`src/rtl/uart_tx_arbiter.sv`:
```
// Round-robin arbiter sharing one uart_tx among NUM_REQ byte producers.
// Optional launch watchdog enabled by defining UART_ARB_TIMEOUT_EN.
module uart_tx_arbiter #(
    parameter int unsigned NUM_REQ        = 4,
    parameter int unsigned DATA_W         = 8,
    parameter int unsigned TIMEOUT_CYCLES = 4096
) (
    input  logic                          clk,
    input  logic                          srst,
    input  logic [NUM_REQ-1:0]            req_valid,
    input  logic [NUM_REQ*DATA_W-1:0]     req_data,
    output logic [NUM_REQ-1:0]            req_ready,
    output logic                          tx_start,
    output logic [DATA_W-1:0]             tx_data,
    input  logic                          tx_busy,
    output logic [$clog2(NUM_REQ)-1:0]    grant_id,
    output logic                          active,
    output logic                          err_timeout
);
    localparam int unsigned IDX_W = $clog2(NUM_REQ);

    typedef enum logic [1:0] {IDLE, LAUNCH, WAIT_DONE} state_t;

    state_t             state;
    logic               busy_meta;
    logic               busy_sync;
    logic [IDX_W-1:0]   rr_ptr;
    logic [IDX_W-1:0]   winner;
    logic [IDX_W-1:0]   next_ptr;
    logic               any_valid;
    logic [DATA_W-1:0]  req_bytes [NUM_REQ];

    for (genvar g = 0; g < NUM_REQ; g++) begin : g_unpack
        assign req_bytes[g] = req_data[g*DATA_W +: DATA_W];
    end

    // First valid requester searching upward from rr_ptr, wrapping.
    always_comb begin
        int unsigned idx;
        any_valid = 1'b0;
        winner    = '0;
        idx       = 0;
        for (int unsigned i = 0; i < NUM_REQ; i++) begin
            idx = (32'(rr_ptr) + i) % NUM_REQ;
            if (!any_valid && req_valid[IDX_W'(idx)]) begin
                any_valid = 1'b1;
                winner    = IDX_W'(idx);
            end
        end
    end

    always_comb begin
        next_ptr = (grant_id == IDX_W'(NUM_REQ - 1)) ? '0 : grant_id + 1'b1;
    end

`ifdef UART_ARB_TIMEOUT_EN
    localparam int unsigned CNT_W = (TIMEOUT_CYCLES > 1) ? $clog2(TIMEOUT_CYCLES) : 1;
    logic [CNT_W-1:0] to_cnt;
`else
    assign err_timeout = 1'b0;
`endif

    always_ff @(posedge clk) begin
        if (srst) begin
            state     <= IDLE;
            req_ready <= '0;
            tx_start  <= 1'b0;
            tx_data   <= '0;
            grant_id  <= '0;
            active    <= 1'b0;
            rr_ptr    <= '0;
            busy_meta <= 1'b0;
            busy_sync <= 1'b0;
`ifdef UART_ARB_TIMEOUT_EN
            err_timeout <= 1'b0;
            to_cnt      <= '0;
`endif
        end else begin
            busy_meta <= tx_busy;
            busy_sync <= busy_meta;
            req_ready <= '0;
`ifdef UART_ARB_TIMEOUT_EN
            err_timeout <= 1'b0;
`endif
            case (state)
                IDLE: begin
                    if (any_valid) begin
                        req_ready[winner] <= 1'b1;
                        tx_data           <= req_bytes[winner];
                        grant_id          <= winner;
                        active            <= 1'b1;
                        tx_start          <= 1'b1;
                        state             <= LAUNCH;
`ifdef UART_ARB_TIMEOUT_EN
                        to_cnt            <= '0;
`endif
                    end
                end
                LAUNCH: begin
                    // A stale busy from an earlier frame also counts as acknowledgement.
                    if (busy_sync) begin
                        tx_start <= 1'b0;
                        state    <= WAIT_DONE;
                    end
`ifdef UART_ARB_TIMEOUT_EN
                    else if (to_cnt == CNT_W'(TIMEOUT_CYCLES - 1)) begin
                        tx_start    <= 1'b0;
                        active      <= 1'b0;
                        err_timeout <= 1'b1;
                        rr_ptr      <= next_ptr;
                        state       <= IDLE;
                    end else begin
                        to_cnt <= to_cnt + 1'b1;
                    end
`endif
                end
                WAIT_DONE: begin
                    if (!busy_sync) begin
                        active <= 1'b0;
                        rr_ptr <= next_ptr;
                        state  <= IDLE;
                    end
                end
                default: state <= IDLE;
            endcase
        end
    end
endmodule

```
`config.mk`:
```
export PLATFORM = sky130hd
export DESIGN_NAME = uart_tx_arbiter
export DESIGN_NICKNAME = d
export VERILOG_FILES = /design/src/rtl/uart_tx_arbiter.sv
export SDC_FILE = /design/constraint.sdc
export NUM_CORES = 1
export LEC_CHECK = 0
export ABC_AREA = 1
export CAP_MARGIN = 20
export CORE_MARGIN = 5
export CORE_UTILIZATION = 35
export CTS_BUF_LIST = sky130_fd_sc_hd__clkbuf_8
export DETAILED_ROUTE_END_ITERATION = 16
export HOLD_SLACK_MARGIN = 0.1
export PLACE_DENSITY = 0.67
export SLEW_MARGIN = 15
export SYNTH_ARGS = -nofsm -noshare
export SYNTH_HDL_FRONTEND = slang
export SYNTH_SLANG_ARGS = --single-unit
```
`constraint.sdc`:
```
create_clock -name clk -period 4.8 [get_ports clk]
set_clock_uncertainty 0.2 [all_clocks]
set_input_delay 0.96 -clock clk [delete_from_list [all_inputs] [get_ports clk]]
set_output_delay 0.96 -clock clk [all_outputs]
set_load 0.1 [all_outputs]
```
==> results of run 1 <==
==> cells in the final DEF, fill, tap and decap left out, types with 4 or more instances in the layout <==
master / n
sky130_fd_sc_hd__nor2_1: 22
sky130_fd_sc_hd__nand3_1: 15
sky130_fd_sc_hd__dfxtp_1: 22
sky130_fd_sc_hd__a21oi_1: 6
sky130_fd_sc_hd__nand2_2: 15
sky130_fd_sc_hd__nand2_1: 77
sky130_fd_sc_hd__nor3_1: 4
sky130_fd_sc_hd__clkdlybuf4s50_1: 54
sky130_fd_sc_hd__inv_2: 6
sky130_fd_sc_hd__nand2_4: 9
sky130_fd_sc_hd__o21ai_0: 7
sky130_fd_sc_hd__inv_1: 18
sky130_fd_sc_hd__nand3_2: 6
==> flip-flops by register name, indices dropped and copies added (netlist names) <==
register and cells:
tx_start 1, rr_ptr 2, state 2, busy_sync 1, req_ready 4, active 1
busy_meta 1, grant_id 2, tx_data 8
==> where the power goes <==
part           internal [W]  switching (W)  leakage, nW
logic              0.000103       0.000247        0.807
registers          0.000205      0.0000142        0.182
clock network      0.000111      0.0000592       0.0357
total              0.000420       0.000321         1.02
==> metrics by stage <==
stage | util (%) | power [W] | setup slack (ns) | cells | hold WS, ns
detailed placement | 48.00 | 0.0005752 | 1.656 | 328 | 0.2006
floorplan | - | 0.0004924 | 2.460 | 230 | 0.1883
finish | 49.65 | 0.0007401 | 1.824 | 332 | 0.2056
global placement | 48.00 | 0.0005744 | 1.680 | 328 | 0.2004
global route | 49.65 | 0.0007808 | 1.696 | 332 | 0.2571
CTS | 49.65 | 0.0007447 | 1.817 | 332 | 0.2069
==> how the worst max path moves through the flow <==
| stage | startpoint | to | slack, ns | cells after the start |
|---|---|---|---|---|
| finish | grant_id[0]$_SDFFE_PP0P_ | grant_id[0] | 1.82 | 1 |
| global route | req_valid[3] | tx_data[4]$_SDFFE_PP0P_ | 1.70 | 14 |
| CTS | grant_id[0]$_SDFFE_PP0P_ | grant_id[0] | 1.82 | 1 |
| detailed placement | req_valid[3] | tx_data[4]$_SDFFE_PP0P_ | 1.66 | 14 |
| global placement | req_valid[3] | tx_data[4]$_SDFFE_PP0P_ | 1.68 | 14 |
| floorplan | req_valid[3] | tx_data[7]$_SDFFE_PP0P_ | 2.46 | 13 |
==> kinds of logic (layout without fill, tap and decap cells) <==
kind of cell / count (synthesis) / in the layout / synth area share (%)
AND/OR/NAND/NOR: 157 / 157 / 53.69
buffers and inverters: 34 / 84 / 11.52
flip-flops: 22 / 22 / 28.55
AO/OA/AOI/OAI: 15 / 15 / 5.191
adder cells (fa/ha/maj): 1 / 1 / 0.8109
other: 1 / 1 / 0.2431
==> metal layers <==
layer  up-vias  wire [µm]  global-route usage [%]
li1        813          -                       -
met1       640       1616                   14.30
met2        42       1713                   23.29
met3         2        286                   4.255
met4         0         10                   1.573
met5         -          0                       0
==> final cells by class <==
class	instances	area (µm²)
Clock inverter	1	30.03
Sequential cell	22	440.4
Clock buffer	3	41.29
Timing Repair Buffer	54	540.5
Inverter	26	105.1
Multi-Input combinational cell	174	924.6
Fill cell	445	2177
Tap cell	52	65.06
==> reports/summary.log, run 1 <==
[clock_network] clock latency reported for the late side of the worst-skew pair 0.26 ns
[timing] max-slew headroom at the worst pin 33.58%
[clock_network] total clock buffers created by CTS 3
[clock_network] CTS HTree Levels 1
[yosys] top cell type by total area after synthesis sky130_fd_sc_hd__dfxtp_1
[timing] max frequency 336.0 MHz
[timing] Total Neg Setup Slack 0 ns
[layout] cell area after layout 2147 µm²
[timing] final number of max-transition violations 0
[power_and_ir_drop] Power Dens Cells 344.7 nW/µm²
[place] detailed placement HPWL 2857 µm
[setup_path] sort of element at the end of the critical path primary output
[timing] final clock period utilization by the worst path 62.00%
[clock_network] clock transition at the registers of the reported paths 0.08 ns
[yosys] top cell types by occurrence after synthesis sky130_fd_sc_hd__nand2_1 (77), sky130_fd_sc_hd__dfxtp_1 (22), sky130_fd_sc_hd__nor2_1 (22)
[global_routing] overall routing resource usage 12.62%
[setup_path] reg-to-reg endpoint tx_data[4]$_SDFFE_PP0P_
[global_routing] antenna violations before repair 0
[setup_path] crit path launch type flop
[yosys] main flop type after synthesis sky130_fd_sc_hd__dfxtp_1
[clock_network] clk sink count 22
[place] Placer Congestion 0.7540
[yosys] Synth Instances 230
[layout] share of post-route cells with drive strength above 1 17.14%
[die] vertical extent of the die 76.39 µm
[setup_path] buffer and inverter count on the worst path 1
[routing] final wirelength 3628 µm
[yosys] post-synthesis average cell area 6.708 µm²
[global_routing] wire length of the first global-routing pass 6292 µm
[yosys] async set-or-reset flop fraction in the synthesized netlist 0%
[routing] post-detailed-route DRC marker count 0
[min_path] HP Start busy_meta$_SDFF_PP0_
[yosys] share of synthesized area occupied by flip-flops and latches 28.55%
[yosys] number of enable-type register cells in the synthesized netlist 0
[routing] antenna-violating nets left 0
[die] die outline width 76.39 µm
[routing] vias post-DR 1,497
[min_path] worst hold path class flop to flop
[die] starting utilization of the core area 35.68%
[timing] final setup violating endpoints 0
[yosys] count leader, synth sky130_fd_sc_hd__nand2_1
[run_status] status completed
[global_routing] via count of the first global-routing pass 1,479
[clock_network] number of buffers added to fix hold violations after cts 0
[clock_network] cells resized by post-CTS repair 0
[setup_path] Worst path slowest cell sky130_fd_sc_hd__clkdlybuf4s50_1
[routing] initial detailed-routing violation count 65
[routing] vias per std cell 4.509
[min_path] destination of the worst hold path busy_sync$_SDFF_PP0_
[setup_path] R2R setup slack 2.39 ns
[setup_path] arrival time reported for the critical path endpoint 1.82 ns
[die] num rows 24
[job] max-capacitance violation count 0
[yosys] Post-Synthesis Cell Area 1543 µm²
[setup_path] crit-path max cell delay 1.16 ns
[yosys] top cells by area, synth sky130_fd_sc_hd__dfxtp_1 (29%), sky130_fd_sc_hd__nand2_1 (19%), sky130_fd_sc_hd__nand2_4 (6.6%)
[timing] final hold violations 0
[timing] Least-Margin Pin Slew 0.9932 ns
[clock_network] CTS tree yes
[layout] final-stage net count 321
[place] area after detailed placement 2076 µm²
[global_routing] largest net degree at the start of global routing 21
[layout] Area Growth Syn to Fin 39.17%
[setup_path] length in cells of the worst reg-to-reg path 13
[timing] RSZ-0062 raised after global routing false
[power_and_ir_drop] worst ir drop on vdd 157.4 µV
[setup_path] data required time of the critical path 3.64 ns
[clock_network] Max Root-Sink Buffers 2
[die] IO Pins 56
[setup_path] maximum fanout count along the critical path 4
[place] input/output buffers 54
[setup_path] Crit Reg-Reg Startpoint rr_ptr[0]$_SDFFE_PP0P_
[clock_network] Root Driver sky130_fd_sc_hd__clkbuf_8
[clock_network] postcts setup bufs 0
[power_and_ir_drop] leakage power of the design 1.024 nW
[global_routing] final global-route overflow total 0
[setup_path] family of cells with the greatest summed delay on the critical path buffers and inverters
[yosys] post-synthesis register bit count 22
[yosys] Unique masters post-synth 27
[layout] Antenna diodes 0
[routing] wire length per cell after detailed routing 10.93 µm
[die] core area 4324 µm²
[min_path] Cells on Worst Hold Path 2
[timing] post-route minimum period 2.976 ns
[die] die area 5835 µm²
[yosys] syn nets 270
[routing] total iterations of the first detailed-routing run 4
[yosys] Yosys warnings 0
[setup_path] cell-by-cell trace of the critical path clkdlybuf4s50_1
[yosys] fraction of synthesized cell area taken by the top area cell type 28.55%
[setup_path] type of the worst setup path flop to primary output
(Power assumes the default switching activity.)
==> inputs of run 2 (changes only) <==
- clock period: 4.8 -> 2.8 ns (I/O delays scaled with it)
==> reports/summary.log, run 2 (same netlist as run 1, synthesis figures left out) <==
[routing] vias per std cell 4.455
[setup_path] crit-path max cell delay 0.48 ns
[min_path] Cells on Worst Hold Path 2
[global_routing] via count of the first global-routing pass 1,460
[timing] Total Neg Setup Slack 0 ns
[timing] final number of max-transition violations 0
[setup_path] maximum fanout count along the critical path 14
[die] starting utilization of the core area 35.68%
[routing] initial detailed-routing violation count 61
[place] detailed placement HPWL 2956 µm
[setup_path] type of the worst setup path primary input to flop
[clock_network] postcts setup bufs 0
[clock_network] cells resized by post-CTS repair 0
[place] input/output buffers 54
[layout] commonest cells after routing, fill and taps aside sky130_fd_sc_hd__nand2_1 (77), sky130_fd_sc_hd__clkdlybuf4s50_1 (38), sky130_fd_sc_hd__nor2_1 (22), sky130_fd_sc_hd__dfxtp_1 (22), sky130_fd_sc_hd__inv_1 (18)
[timing] Post-Route Hold Slack 0.2140 ns
[layout] Antenna diodes 0
[timing] max-slew headroom at the worst pin 64.03%
[layout] number of flip-flops under the largest register name 8
[clock_network] clk sink count 22
[layout] sequential cell area 440.4 µm²
[power_and_ir_drop] Power Dens Cells 598.6 nW/µm²
[setup_path] length in cells of the worst reg-to-reg path 13
[layout] share of post-route cells with drive strength above 1 23.40%
[global_routing] wire length of the first global-routing pass 6203 µm
[routing] vias post-DR 1,488
[setup_path] Crit Reg-Reg Startpoint rr_ptr[0]$_SDFFE_PP0P_
[global_routing] overall routing resource usage 12.56%
[timing] post-route minimum period 2.373 ns
[layout] most common cell after layout, fill and taps aside sky130_fd_sc_hd__nand2_1
[setup_path] buffer and inverter count on the worst path 4
[layout] Top reg by flops tx_data
[timing] RSZ-0062 raised after global routing false
[layout] fillers 460
[clock_network] total clock buffers created by CTS 3
[die] IO Pins 56
[setup_path] reg-to-reg endpoint tx_data[4]$_SDFFE_PP0P_
[timing] max frequency 421.4 MHz
[setup_path] data required time of the critical path 2.76 ns
[die] die outline width 76.39 µm
[clock_network] number of buffers added to fix hold violations after cts 0
[routing] post-detailed-route DRC marker count 0
[timing] final clock period utilization by the worst path 84.75%
[min_path] HP Start busy_meta$_SDFF_PP0_
[setup_path] R2R setup slack 0.46 ns
[timing] Least-Margin Pin Slew 0.5388 ns
[setup_path] crit path launch type primary input
[place] Placer Congestion 0.7590
[power_and_ir_drop] worst ir drop on vdd 325.1 µV
[timing] final hold violations 0
[power_and_ir_drop] leakage power of the design 1.064 nW
[routing] total iterations of the first detailed-routing run 4
[global_routing] largest net degree at the start of global routing 20
[die] die area 5835 µm²
[routing] final wirelength 3666 µm
[routing] wire length per cell after detailed routing 10.98 µm
[die] vertical extent of the die 76.39 µm
[run_status] status completed
[setup_path] dominant cell type by count on the critical path sky130_fd_sc_hd__nand3_1
[setup_path] cell-by-cell trace of the critical path clkdlybuf4s50_1 -> inv_1 -> nand2_1 -> nand3_1 -> nand2_2 -> inv_2 -> nand3_1 -> nand3_2 -> nand2_2 -> inv_2 -> nand3_1 -> nand2_1 -> nor2_1 -> nor2_1
[layout] final-stage net count 323
[setup_path] Worst path slowest cell sky130_fd_sc_hd__clkdlybuf4s50_1
[clock_network] clock transition at the registers of the reported paths 0.08 ns
[clock_network] Max Root-Sink Buffers 2
[clock_network] CTS HTree Levels 1
[global_routing] antenna violations before repair 0
[clock_network] Root Driver sky130_fd_sc_hd__clkbuf_8
[routing] antenna-violating nets left 0
[setup_path] sort of element at the end of the critical path flop
[global_routing] final global-route overflow total 0
[die] core area 4324 µm²
[die] num rows 24
[job] max-capacitance violation count 0
[layout] registers with the highest flip-flop counts tx_data x8, req_ready x4
[layout] Area Growth Syn to Fin 38.36%
[setup_path] arrival time reported for the critical path endpoint 2.34 ns
[timing] final setup violating endpoints 0
[clock_network] clock latency reported for the late side of the worst-skew pair 0.26 ns
[min_path] destination of the worst hold path busy_sync$_SDFF_PP0_
[setup_path] family of cells with the greatest summed delay on the critical path simple AND/OR/NAND/NOR gates
[min_path] worst hold path class flop to flop
[clock_network] CTS tree yes
[layout] area occupied by multi-input gates 924.6 µm²
run 2: changes by cell type in the layout (fill, tap and decap cells not counted), sizes merged:
cell,delta
buf,+18
clkdlybuf4s50,-16
run 2: layer usage:
metal | wire length, µm | vias up | GRT usage (%)
met5 | 0 | - | 0
met4 | 30 | 0 | 3.147
met3 | 310 | 4 | 3.901
met2 | 1699 | 42 | 20.89
met1 | 1625 | 628 | 15.71
li1 | - | 814 | -
run 2: where the power goes:
part           switching [W]  internal, W  total [W]
combinational       0.000428     0.000179   0.000607
sequential         0.0000230     0.000351   0.000374
clock               0.000106     0.000191   0.000297
total               0.000557     0.000721    0.00128
run 2: area by class of cell:
cell class              count  share of cell area (%)
multi-input cells         174                   43.32
repair buffers             56                   24.74
flip-flops and latches     22                   20.63
inverters                  26                   4.924
well taps                  52                   3.048
clock buffers               3                   1.934
clock inverters             1                   1.407
run 2: worst reg2reg max path, delay by kind of cell (launching register included):
family        cells  cell delay, ns
buf+inv           3            0.33
flops             1            0.67
simple gates     10            1.05
run 2: through the flow:
step	cell area [µm²]	instances	util, %	total power [W]	worst slack [ns]
finish	2135	334	49.36	0.001278	0.4269
global route	2135	334	49.36	0.001348	0.1845
CTS	2135	334	49.36	0.001291	0.4282
detailed placement	2063	330	47.71	0.0009923	0.1560
global placement	2063	330	47.71	0.0009881	0.1995
floorplan	1543	230	-	0.0008441	0.8601
run 2: how the worst max path moves through the flow:
stage | to | slack, ns | from | cells past startpoint
after CTS | tx_data[4]$_SDFFE_PP0P_ | 0.43 | req_valid[1] | 14
after global placement | tx_data[4]$_SDFFE_PP0P_ | 0.20 | req_valid[1] | 14
final | tx_data[4]$_SDFFE_PP0P_ | 0.43 | req_valid[1] | 14
after global routing | tx_data[4]$_SDFFE_PP0P_ | 0.18 | req_valid[3] | 14
after detailed placement | tx_data[4]$_SDFFE_PP0P_ | 0.16 | req_valid[1] | 14
after floorplan | tx_data[7]$_SDFFE_PP0P_ | 0.86 | req_valid[3] | 13
